**config.mk**
```make
export PLATFORM = sky130hd
export DESIGN_NAME = cache_miss_ctrl_flat
export DESIGN_NICKNAME = d
export VERILOG_FILES = /design/src/rtl/cache_miss_ctrl_if.sv /design/src/rtl/cache_miss_ctrl.sv /design/src/flat_wrapper.sv
export SDC_FILE = /design/constraint.sdc
export NUM_CORES = 1
export LEC_CHECK = 0
export BUFFER_PORTS_ARGS = -buffer_cell sky130_fd_sc_hd__buf_4
export CORE_MARGIN = 8
export CORE_UTILIZATION = 45
export CTS_CLUSTER_SIZE = 20
export DETAILED_ROUTE_END_ITERATION = 6
export PLACE_DENSITY = 0.72
export REMOVE_ABC_BUFFERS = 1
export SYNTH_ARGS = -nofsm -noshare
export SYNTH_HDL_FRONTEND = slang
export SYNTH_SLANG_ARGS = --single-unit
export TNS_END_PERCENT = 5
```
**constraint.sdc**
```tcl
create_clock -name clock -period 3.6 [get_ports clock]
set_clock_uncertainty 0.2 [all_clocks]
set_input_delay 0.9 -clock clock [delete_from_list [all_inputs] [get_ports clock]]
set_output_delay 0.9 -clock clock [all_outputs]
set_load 0.05 [all_outputs]
```
**src/rtl/cache_miss_ctrl_if.sv**
```systemverilog
// cache_miss_ctrl_if: bundles the CPU request handshake, the cache-array lookup/write
// signals and the RAM transfer handshake of cache_miss_ctrl.
//
// Modports:
//   master - the controller's view: it samples the CPU request and the indexed-set
//            state, and drives the cache write enables and the RAM strobes.
//   slave  - the environment's view (CPU, cache arrays, RAM), directions mirrored.
//
// Signals:
//   cpu_req, cpu_wren, cpu_addr   CPU request, write flag and address
//   cpu_ready, cpu_done           controller idle / one-cycle completion pulse
//   look_addr                     registered request address to the cache arrays
//   hit, valido, dirty, way_tag   lookup results for the indexed set
//   wren_cache, fill_sel          one-hot way write enable, write data source select
//   ram_wren, ram_rden, ram_addr  RAM strobes and address
//   ram_ack                       RAM transfer complete
interface cache_miss_ctrl_if #(
  parameter int unsigned ADDR_W = 7,
  parameter int unsigned WAYS   = 4
);
  localparam int unsigned TAG_W = ADDR_W - 2;

  logic                    cpu_req;
  logic                    cpu_wren;
  logic [ADDR_W-1:0]       cpu_addr;
  logic                    cpu_ready;
  logic                    cpu_done;
  logic [ADDR_W-1:0]       look_addr;
  logic [WAYS-1:0]         hit;
  logic [WAYS-1:0]         valido;
  logic [WAYS-1:0]         dirty;
  logic [WAYS*TAG_W-1:0]   way_tag;
  logic [WAYS-1:0]         wren_cache;
  logic                    fill_sel;
  logic                    ram_wren;
  logic                    ram_rden;
  logic [ADDR_W-1:0]       ram_addr;
  logic                    ram_ack;

  modport master (
    input  cpu_req, cpu_wren, cpu_addr, hit, valido, dirty, way_tag, ram_ack,
    output cpu_ready, cpu_done, look_addr, wren_cache, fill_sel, ram_wren, ram_rden,
           ram_addr
  );

  modport slave (
    output cpu_req, cpu_wren, cpu_addr, hit, valido, dirty, way_tag, ram_ack,
    input  cpu_ready, cpu_done, look_addr, wren_cache, fill_sel, ram_wren, ram_rden,
           ram_addr
  );
endinterface

```
**src/rtl/cache_miss_ctrl.sv**
```systemverilog
// cache_miss_ctrl: sequencing controller for a 4-way set-associative cache with a 7-bit
// address (tag = addr[6:2], index = addr[1:0], 4 sets).
//
// Takes one CPU request at a time, runs the tag lookup, picks a victim way from per-set
// age-based LRU state, performs dirty-victim writeback and line refill over a RAM
// strobe/ack handshake, and issues the one-hot cache way write enables.
//
// Build option:
//   WRITE_BACK_EN defined   - write-back, write-allocate (dirty victims go through WB)
//   WRITE_BACK_EN undefined - write-through, write-allocate (every write goes through
//                             WTHRU; the dirty input is ignored)
//
// Ports:
//   clock   rising-edge clock
//   resetn  asynchronous active-low reset
//   bus     cache_miss_ctrl_if.master (CPU, cache-array and RAM signals)
module cache_miss_ctrl #(
  parameter int unsigned ADDR_W = 7,
  parameter int unsigned WAYS   = 4
) (
  input logic               clock,
  input logic               resetn,
  cache_miss_ctrl_if.master bus
);

  localparam int unsigned IDX_W = 2;
  localparam int unsigned SETS  = 4;
  localparam int unsigned TAG_W = ADDR_W - IDX_W;
  localparam int unsigned AGE_W = 2;

`ifdef WRITE_BACK_EN
  localparam bit WriteBack = 1'b1;
`else
  localparam bit WriteBack = 1'b0;
`endif

  typedef enum logic [2:0] {
    StIdle,
    StLookup,
    StWb,
    StRefill,
    StWthru,
    StResp
  } state_e;

  state_e              state_q, state_d;
  logic [ADDR_W-1:0]   look_addr_q, look_addr_d;
  logic                wr_q, wr_d;
  logic [WAYS-1:0]     tgt_q, tgt_d;        // way written/touched by this transaction
  logic [TAG_W-1:0]    vtag_q, vtag_d;      // victim tag captured for the writeback address
  logic [AGE_W-1:0]    age_q [SETS][WAYS];
  logic [AGE_W-1:0]    age_d [SETS][WAYS];

  logic [IDX_W-1:0]    idx;
  logic [WAYS-1:0]     hit_oh;
  logic [WAYS-1:0]     inv_oh;
  logic [WAYS-1:0]     lru_oh;
  logic [WAYS-1:0]     victim_oh;
  logic [TAG_W-1:0]    victim_tag;
  logic                victim_dirty;
  logic [AGE_W-1:0]    tgt_age;

  assign idx           = look_addr_q[IDX_W-1:0];
  assign bus.look_addr = look_addr_q;

  // Lookup decode: lowest hit bit wins; victim is the lowest invalid way, else the
  // oldest (age WAYS-1) way of the set.
  always_comb begin
    hit_oh = '0;
    inv_oh = '0;
    for (int i = WAYS - 1; i >= 0; i--) begin
      if (bus.hit[i]) begin
        hit_oh    = '0;
        hit_oh[i] = 1'b1;
      end
      if (!bus.valido[i]) begin
        inv_oh    = '0;
        inv_oh[i] = 1'b1;
      end
    end
    lru_oh = '0;
    for (int i = 0; i < WAYS; i++) begin
      lru_oh[i] = (age_q[idx][i] == AGE_W'(WAYS - 1));
    end
    victim_oh  = (|inv_oh) ? inv_oh : lru_oh;
    victim_tag = '0;
    for (int i = 0; i < WAYS; i++) begin
      if (victim_oh[i]) begin
        victim_tag = bus.way_tag[i*TAG_W +: TAG_W];
      end
    end
    victim_dirty = WriteBack && (|(victim_oh & bus.valido & bus.dirty));
  end

  // Main FSM next-state and outputs.
  always_comb begin
    state_d        = state_q;
    look_addr_d    = look_addr_q;
    wr_d           = wr_q;
    tgt_d          = tgt_q;
    vtag_d         = vtag_q;
    bus.cpu_ready  = 1'b0;
    bus.cpu_done   = 1'b0;
    bus.wren_cache = '0;
    bus.fill_sel   = 1'b0;
    bus.ram_wren   = 1'b0;
    bus.ram_rden   = 1'b0;
    bus.ram_addr   = '0;

    unique case (state_q)
      StIdle: begin
        bus.cpu_ready = 1'b1;
        if (bus.cpu_req) begin
          look_addr_d = bus.cpu_addr;
          wr_d        = bus.cpu_wren;
          state_d     = StLookup;
        end
      end

      StLookup: begin
        if (|bus.hit) begin
          tgt_d   = hit_oh;
          state_d = (!WriteBack && wr_q) ? StWthru : StResp;
        end else begin
          tgt_d   = victim_oh;
          vtag_d  = victim_tag;
          state_d = victim_dirty ? StWb : StRefill;
        end
      end

      StWb: begin
        bus.ram_wren = 1'b1;
        bus.ram_addr = {vtag_q, idx};
        if (bus.ram_ack) begin
          state_d = StRefill;
        end
      end

      StRefill: begin
        bus.ram_rden = 1'b1;
        bus.ram_addr = look_addr_q;
        if (bus.ram_ack) begin
          // Line data is on the RAM bus this cycle; write it into the victim way.
          bus.wren_cache = tgt_q;
          bus.fill_sel   = 1'b1;
          state_d        = (!WriteBack && wr_q) ? StWthru : StResp;
        end
      end

      StWthru: begin
        bus.ram_wren = 1'b1;
        bus.ram_addr = look_addr_q;
        if (bus.ram_ack) begin
          state_d = StResp;
        end
      end

      StResp: begin
        bus.cpu_done = 1'b1;
        if (wr_q) begin
          bus.wren_cache = tgt_q;
        end
        state_d = StIdle;
      end

      default: state_d = StIdle;
    endcase
  end

  // LRU ages: touching a way zeroes its age and ages every younger way by one, so the
  // set stays a permutation of 0..WAYS-1.
  always_comb begin
    age_d   = age_q;
    tgt_age = '0;
    for (int w = 0; w < WAYS; w++) begin
      if (tgt_q[w]) begin
        tgt_age = age_q[idx][w];
      end
    end
    if (state_q == StResp) begin
      for (int w = 0; w < WAYS; w++) begin
        if (tgt_q[w]) begin
          age_d[idx][w] = '0;
        end else if (age_q[idx][w] < tgt_age) begin
          age_d[idx][w] = age_q[idx][w] + 1'b1;
        end
      end
    end
  end

  always_ff @(posedge clock or negedge resetn) begin
    if (!resetn) begin
      state_q     <= StIdle;
      look_addr_q <= '0;
      wr_q        <= 1'b0;
      tgt_q       <= '0;
      vtag_q      <= '0;
      for (int s = 0; s < SETS; s++) begin
        for (int w = 0; w < WAYS; w++) begin
          age_q[s][w] <= AGE_W'(w);
        end
      end
    end else begin
      state_q     <= state_d;
      look_addr_q <= look_addr_d;
      wr_q        <= wr_d;
      tgt_q       <= tgt_d;
      vtag_q      <= vtag_d;
      age_q       <= age_d;
    end
  end

endmodule
```
**src/flat_wrapper.sv**
```systemverilog
// flat-port wrapper written by rule: the top's interface ports become plain ports
module cache_miss_ctrl_flat 
#(
  parameter int unsigned ADDR_W = 7,
  parameter int unsigned WAYS   = 4
)
  (clock, resetn, bus_cpu_req, bus_cpu_wren, bus_cpu_addr, bus_hit, bus_valido, bus_dirty, bus_way_tag, bus_ram_ack, bus_cpu_ready, bus_cpu_done, bus_look_addr, bus_wren_cache, bus_fill_sel, bus_ram_wren, bus_ram_rden, bus_ram_addr);
  cache_miss_ctrl_if #(.ADDR_W(ADDR_W), .WAYS(WAYS)) bus_i ();
  input logic clock;
  input logic resetn;
  input wire logic [$bits(bus_i.cpu_req)-1:0] bus_cpu_req;
  input wire logic [$bits(bus_i.cpu_wren)-1:0] bus_cpu_wren;
  input wire logic [$bits(bus_i.cpu_addr)-1:0] bus_cpu_addr;
  input wire logic [$bits(bus_i.hit)-1:0] bus_hit;
  input wire logic [$bits(bus_i.valido)-1:0] bus_valido;
  input wire logic [$bits(bus_i.dirty)-1:0] bus_dirty;
  input wire logic [$bits(bus_i.way_tag)-1:0] bus_way_tag;
  input wire logic [$bits(bus_i.ram_ack)-1:0] bus_ram_ack;
  output wire logic [$bits(bus_i.cpu_ready)-1:0] bus_cpu_ready;
  output wire logic [$bits(bus_i.cpu_done)-1:0] bus_cpu_done;
  output wire logic [$bits(bus_i.look_addr)-1:0] bus_look_addr;
  output wire logic [$bits(bus_i.wren_cache)-1:0] bus_wren_cache;
  output wire logic [$bits(bus_i.fill_sel)-1:0] bus_fill_sel;
  output wire logic [$bits(bus_i.ram_wren)-1:0] bus_ram_wren;
  output wire logic [$bits(bus_i.ram_rden)-1:0] bus_ram_rden;
  output wire logic [$bits(bus_i.ram_addr)-1:0] bus_ram_addr;
  assign bus_i.cpu_req = bus_cpu_req;
  assign bus_i.cpu_wren = bus_cpu_wren;
  assign bus_i.cpu_addr = bus_cpu_addr;
  assign bus_i.hit = bus_hit;
  assign bus_i.valido = bus_valido;
  assign bus_i.dirty = bus_dirty;
  assign bus_i.way_tag = bus_way_tag;
  assign bus_i.ram_ack = bus_ram_ack;
  assign bus_cpu_ready = bus_i.cpu_ready;
  assign bus_cpu_done = bus_i.cpu_done;
  assign bus_look_addr = bus_i.look_addr;
  assign bus_wren_cache = bus_i.wren_cache;
  assign bus_fill_sel = bus_i.fill_sel;
  assign bus_ram_wren = bus_i.ram_wren;
  assign bus_ram_rden = bus_i.ram_rden;
  assign bus_ram_addr = bus_i.ram_addr;
  cache_miss_ctrl #(.ADDR_W(ADDR_W), .WAYS(WAYS)) u_core (.clock(clock), .resetn(resetn), .bus(bus_i));
endmodule
```
==> results of run 1 <==
==> worst min path at each step <==
stage | from | to | slack [ns]
6_report | u_core.age_q[0] | u_core.age_q[0] | 0.28
2_1_floorplan | u_core.age_q[21] | u_core.age_q[21] | 0.25
3_3_place_gp | u_core.age_q[0] | u_core.age_q[0] | 0.26
5_1_grt | u_core.age_q[0] | u_core.age_q[0] | 0.29
3_5_place_dp | u_core.age_q[8] | u_core.age_q[8] | 0.27
4_1_cts | u_core.age_q[8] | u_core.age_q[8] | 0.28
==> cell usage after synthesis, types with 7 or more instances <==
cell type	number
a21oi_1	8
and2_1	9
clkbuf_1	16
dfrtp_1	36
dfstp_2	16
ha_1	8
inv_1	9
mux2_2	14
mux2i_1	8
nand2_1	55
nand2b_1	7
nand3_1	17
nor2_1	19
nor3_1	8
o21ai_0	28
o21ai_1	8
o2bb2ai_1	8
o311ai_0	7
==> report_power, final <==
part           internal, uW  total (uW)  leakage, uW  switching (uW)
sequential              801        1010     0.000616             211
clock                   207         404    0.0000552             197
combinational           848        2180      0.00113            1330
==> per-layer routing <==
layer,GRT usage,vias up,routed length [um]
li1,-,1447,-
met1,0.2197,1462,3846
met2,0.3033,105,4269
met3,0.05722,15,699
met4,0.05530,0,174
met5,0,-,0
==> kinds of logic (layout without fill, tap and decap cells) <==
group | after synthesis | in the layout | share of synthesized area
mux | 29 | 29 | 0.1173
fa+ha+maj | 8 | 8 | 0.02997
buf+inv | 30 | 89 | 0.03634
compound gates | 96 | 96 | 0.2076
simple gates | 146 | 146 | 0.2132
flops | 52 | 52 | 0.3957
==> repair_timing <==
action	4_1_cts	5_1_grt
gates resized for setup	0	1
hold buffers	0	0
endpoints found under the setup margin	0	2
setup buffers	0	0
==> per-stage QoR <==
stage,area [um^2],instances,setup TNS (ns)
global placement,3916,511,0
finish,4028,519,0
floorplan,3252,340,-0.1087
CTS,4024,519,0
global route,4028,519,0
detailed placement,3916,511,0
==> area by class of cell <==
type                    count  area (um^2)  area share
repair buffers             72        540.5      0.1342
well taps                  99        123.9     0.03075
inverters                   9        33.78    0.008388
flip-flops and latches     52         1321      0.3281
multi-input cells         279         1901      0.4719
clock buffers               6        72.57     0.01802
clock inverters             2        35.03    0.008698
==> sequential cells by signal, summed over array words and instances (netlist names) <==
signal                flops
u_core.vtag_q             5
u_core.tgt_q              4
u_core.age_q             32
u_core.bus.look_addr      7
u_core.state_q            3
u_core.wr_q               1
==> worst max-delay path: stages (launching register included) <==
cell and delay (ns):
dfrtp_1 0.53, mux4_1 0.68, a221oi_1 0.34, nor3_1 0.10, a21oi_2 0.24, ha_1 0.31, nor2_1 0.09, a31oi_1 0.04
or3b_2 0.52, o2bb2ai_1 0.19
==> impl_metrics.csv, run 1 <==
group,metric,value,unit
timing,slew_headroom,0.3785,
clock_network,cts_tree,"built",
yosys,synthDistinctLibCells,55,
cells_and_area,antenna_cells,0,
yosys,synth_area,3339,um^2
yosys,synthTopCellsByArea,"dfrtp_1, dfstp_2, nand2_1",
placement,gp_congestion,0.8482,
worst_setup_path,worst_r2r_path_depth,9,
timing,hold_ws,0.2811,ns
yosys,yosysWarnings,0,
cells_and_area,final_cell_mix,"buf_4, nand2_1, dfrtp_1",
yosys,synthCells,361,
timing,finalCritPeriodShare,0.9273,
cells_and_area,nNetsFinal,471,
drt,vias,3029,
power_and_ir_drop,p_total,3592,uW
timing,max_freq,299.6,MHz
floorplan,fp-row-count,31,
timing,worst_slack,0.2618,ns
clock_network,cts_max_path_buffers,2,
placement,dp_hpwl,6.660,mm
worst_setup_path,start_kind,"register",
min_path,holdPathStages,2,
min_path,hold_path.class,"register to register",
floorplan,initial_core_util,0.4629,
worst_setup_path,r2r_start,"u_core.bus.look_addr[0]",
clock_network,clk_pin_slew_worst_paths,0.10,ns
floorplan,fp.dieW,102.1,um
yosys,yosys.area.top_type,"dfrtp_1",
timing,grt_setup_unrepaired,"no",
yosys,avgSynthCellArea,9.251,um^2
floorplan,dieArea,10430,um^2
floorplan,core_area,7214,um^2
global_route,grt_pass1_vias,3074,
timing,drv_slew,0,
drt,wirelength,8.990,mm
global_route,grt-ovfl-total,0,
yosys,async_flop_share,1.000,
outcome,status,"completed",
worst_setup_path,arrival,3.36,ns
power_and_ir_drop,power.leakage,0.001800,uW
drt,ant_nets,0,
yosys,synth_ff_type,"dfrtp_1",
timing,worst_slew_pin_slew,0.9323,ns
clock_network,cts_made_buffers,5,
cells_and_area,final_common_cell,"buf_4",
placement,dp_slack,0.1861,ns
drt,avgRoutedWirePerCell,17.32,um
cells_and_area,fin_util,0.5583,
yosys,synth_edf_count,0,
worst_setup_path,rrSetupSlack,0.26,ns
timing,hold_viol,0,
worst_setup_path,endpoint_kind,"register",
clock_network,cts_root_buf,"clkbuf_8",
global_route,grt_max_degree,53,
cells_and_area,n_fill_cell,654,
floorplan,die_h,102.1,um
worst_setup_path,critPathMaxFanout,8,
job,maxCapViolCount,0,
worst_setup_path,crit_start,"u_core.bus.look_addr[0]",
drt,drt_pass1_iterations,4,
yosys,synth_top_area_frac,0.2698,
clock_network,cts_max_level,2,
placement,portBuffers,62,
clock_network,worstSkewPairLatency,0.31,ns
worst_setup_path,required,3.63,ns
global_route,gr-usage-all-layers,0.1824,
power_and_ir_drop,power_density,891.9,nW/um^2
cells_and_area,drive_above_1_share,0.2952,
timing,setup_viol,0,
yosys,ys_ff_latch,52,
drt,drc_errors,0,
worst_setup_path,reg2reg_to,"u_core.age_q[13]",
global_route,antenna_found_initial,0,
floorplan,ios,67,
cells_and_area,area_growth_syn_to_layout,20.61,%
drt,routed_via_density,5.836,
timing,period_needed,3.338,ns
worst_setup_path,worstSetupPathType,"register to register",
worst_setup_path,cp-endpoint,"u_core.age_q[13]",
power_and_ir_drop,ir_drop,0.0005687,V
clock_network,cts_sinks,52,
yosys,ys_seq_area_frac,0.3957,
global_route,grt_pass1_wl,15.18,mm
drt,drtIter0Drc,122,
Power figures use the tool's default switching activity.
==> inputs of run 2 (changes only) <==
CELL_PAD_IN_SITES_DETAIL_PLACEMENT = 0   (was default)
CELL_PAD_IN_SITES_GLOBAL_PLACEMENT = 1   (was default)
CORE_UTILIZATION = 42   (was 45)
PLACE_DENSITY = default   (was 0.72)
PLACE_DENSITY_LB_ADDON = 0.1   (was default)
==> run 2 against run 1 <==
- setup slack improved by 0.11 ns
- register-to-register slack gained 0.11 ns
- routed wire length increased by 3.2%
- global-route usage shrank 1.4 points
- largest cell class unchanged
- largest power group unchanged
- highest routed layer unchanged
==> impl_metrics.csv, run 2 (synthesis results as in run 1) <==
group,metric,value,unit
outcome,status,"completed",
cells_and_area,drive_above_1_share,0.2986,
power_and_ir_drop,power_density,884.5,nW/um^2
timing,setup_viol,0,
cells_and_area,top_register,"u_core.age_q",
drt,wl_met2,4.566,mm
cells_and_area,antenna_cells,0,
drt,ant_nets,0,
cells_and_area,final_cell_mix,"buf_4, nand2_1, dfrtp_1",
worst_setup_path,slowest_stage,"mux4_1",
timing,tns,0,ns
cells_and_area,nNetsFinal,473,
drt,avgRoutedWirePerCell,17.70,um
drt,vias,2979,
timing,grt_setup_unrepaired,"no",
worst_setup_path,worst_r2r_path_depth,10,
worst_setup_path,worstSetupPathType,"register to register",
timing,period_needed,3.226,ns
drt,wl_met3,486,um
global_route,grt_max_degree,53,
timing,drv_slew,0,
floorplan,fp-row-count,32,
worst_setup_path,cp_cell_sequence,"mux4_1 > a221oi_1 > nor3_1 > a21oi_2 > buf_4 > ha_1 > nor4_1 > a21oi_2 > mux2i_1 > o21ai_1",
min_path,holdPathStages,1,
clock_network,cts_made_buffers,5,
floorplan,ios,67,
worst_setup_path,arrival,3.25,ns
timing,hold_viol,0,
timing,slew_headroom,0.4521,
drt,wirelength,9.277,mm
clock_network,cts_root_buf,"clkbuf_8",
power_and_ir_drop,p_int,1830,uW
floorplan,dieArea,11060,um^2
worst_setup_path,critPathMostFrequentCell,"a21oi_2",
power_and_ir_drop,comb_power_share,0.613,
cells_and_area,regArea,1323,um^2
drt,routed_via_density,5.685,
worst_setup_path,required,3.62,ns
drt,drt_pass1_iterations,4,
floorplan,fp.dieW,105.2,um
power_and_ir_drop,switching_share,0.4867,
drt,wl_met1,4.154,mm
global_route,grt_pass1_vias,3031,
cells_and_area,multiInputGateArea,1901,um^2
min_path,hold_path.class,"register to register",
drt,highest_layer,"met4",
clock_network,cts_sinks,52,
global_route,antenna_found_initial,0,
job,maxCapViolCount,0,
power_and_ir_drop,p_switching,1735,uW
timing,hold_ws,0.2848,ns
global_route,grt_pass1_wl,15.41,mm
floorplan,core_area,7727,um^2
cells_and_area,largest_reg_flops,32,
clock_network,clk_pin_slew_worst_paths,0.09,ns
power_and_ir_drop,clkPwrFrac,0.099,
timing,finalCritPeriodShare,0.8961,
power_and_ir_drop,power.leakage,0.001798,uW
timing,max_freq,310.0,MHz
global_route,gr-usage-all-layers,0.1681,
power_and_ir_drop,p_total,3565,uW
worst_setup_path,cpPeakStageDelay,0.67,ns
placement,dp_hpwl,6.918,mm
clock_network,worstSkewPairLatency,0.30,ns
cells_and_area,final_common_cell,"buf_4",
worst_setup_path,critPathMaxFanout,10,
global_route,grt-ovfl-total,0,
worst_setup_path,start_kind,"register",
placement,gp_congestion,0.8219,
drt,drtIter0Drc,126,
cells_and_area,area_growth_syn_to_layout,20.68,%
clock_network,cts_max_path_buffers,2,
power_and_ir_drop,seqPwrFrac,0.288,
worst_setup_path,endpoint_kind,"register",
clock_network,cts_tree,"built",
clock_network,post_cts_buffers,0,
timing,worst_slew_pin_slew,0.8219,ns
floorplan,initial_core_util,0.4322,
clock_network,cts_max_level,2,
drt,drc_errors,0,
placement,portBuffers,62,
cells_and_area,n_fill_cell,755,
power_and_ir_drop,ir_drop,0.0006955,V
floorplan,die_h,105.2,um
-- run 2: changes by cell type in the layout (fill, tap and decap cells not counted), sizes merged --
cell,before,now
buf,72,74
bufinv,1,0
clkbuf,6,7
-- run 2: worst max-delay path: cells and delay by family, from the launching register on --
family	cells	cell delay (ns)
buffers and inverters	1	0.15
AND/OR/NAND/NOR	2	0.18
multiplexers	2	0.92
AO/OA/AOI/OAI	4	1.00
flip-flops	1	0.50
adder cells (fa/ha/maj)	1	0.19
-- run 2: metrics by stage --
step | instances | area [um^2] | utilization | worst slack (ns)
floorplan | 340 | 3252 | - | -0.08019
global placement | 516 | 3935 | 0.5092 | 0.2276
detailed placement | 516 | 3935 | 0.5092 | 0.1731
CTS | 524 | 4025 | 0.5209 | 0.1677
global route | 524 | 4030 | 0.5215 | 0.1152
finish | 524 | 4030 | 0.5215 | 0.3742
-- run 2: cell type report --
type                    instances  area share
clock inverters                 1   0.0009314
flip-flops and latches         52      0.3282
well taps                     102     0.03167
inverters                       9    0.008382
repair buffers                 74      0.1378
clock buffers                   7     0.02142
multi-input cells             279      0.4716
-- run 2: metal layers --
metal	GRT usage	up-vias
li1	-	1455
met1	0.2151	1444
met2	0.2796	72
met3	0.04238	8
met4	0.03466	0
met5	0	-
-- run 2: path summary, 6_finish.rpt --
kind / from / endpoint / slack [ns]
min in group asynchronous: resetn / u_core.age_q[7] / 0.42
max in group asynchronous: resetn / u_core.bus.look_addr[0] / 2.31
setup reg to reg: u_core.bus.look_addr[0] / u_core.age_q[0] / 0.37
hold reg to reg: u_core.age_q[21] / u_core.age_q[21] / 0.28
hold / removal: u_core.age_q[21] / u_core.age_q[21] / 0.28
setup / recovery: u_core.bus.look_addr[0] / u_core.age_q[0] / 0.37
-- run 2: power by group through the flow --
stage          logic [uW]  registers [uW]  clock network (uW)
5_1_grt              2410            1060                 384
2_1_floorplan        1370            1150                   0
3_5_place_dp         2190            1040                   0
4_1_cts              2200            1020                 364
3_3_place_gp         2160            1030                   0
6_report             2190            1030                 351
-- run 2: repair_timing --
| item | in CTS | in global routing |
|---|---|---|
| endpoints found under the hold margin | 0 | 0 |
| setup endpoints to repair | 0 | 17 |
| gates resized for setup | 0 | 2 |
| hold buffers | 0 | 0 |
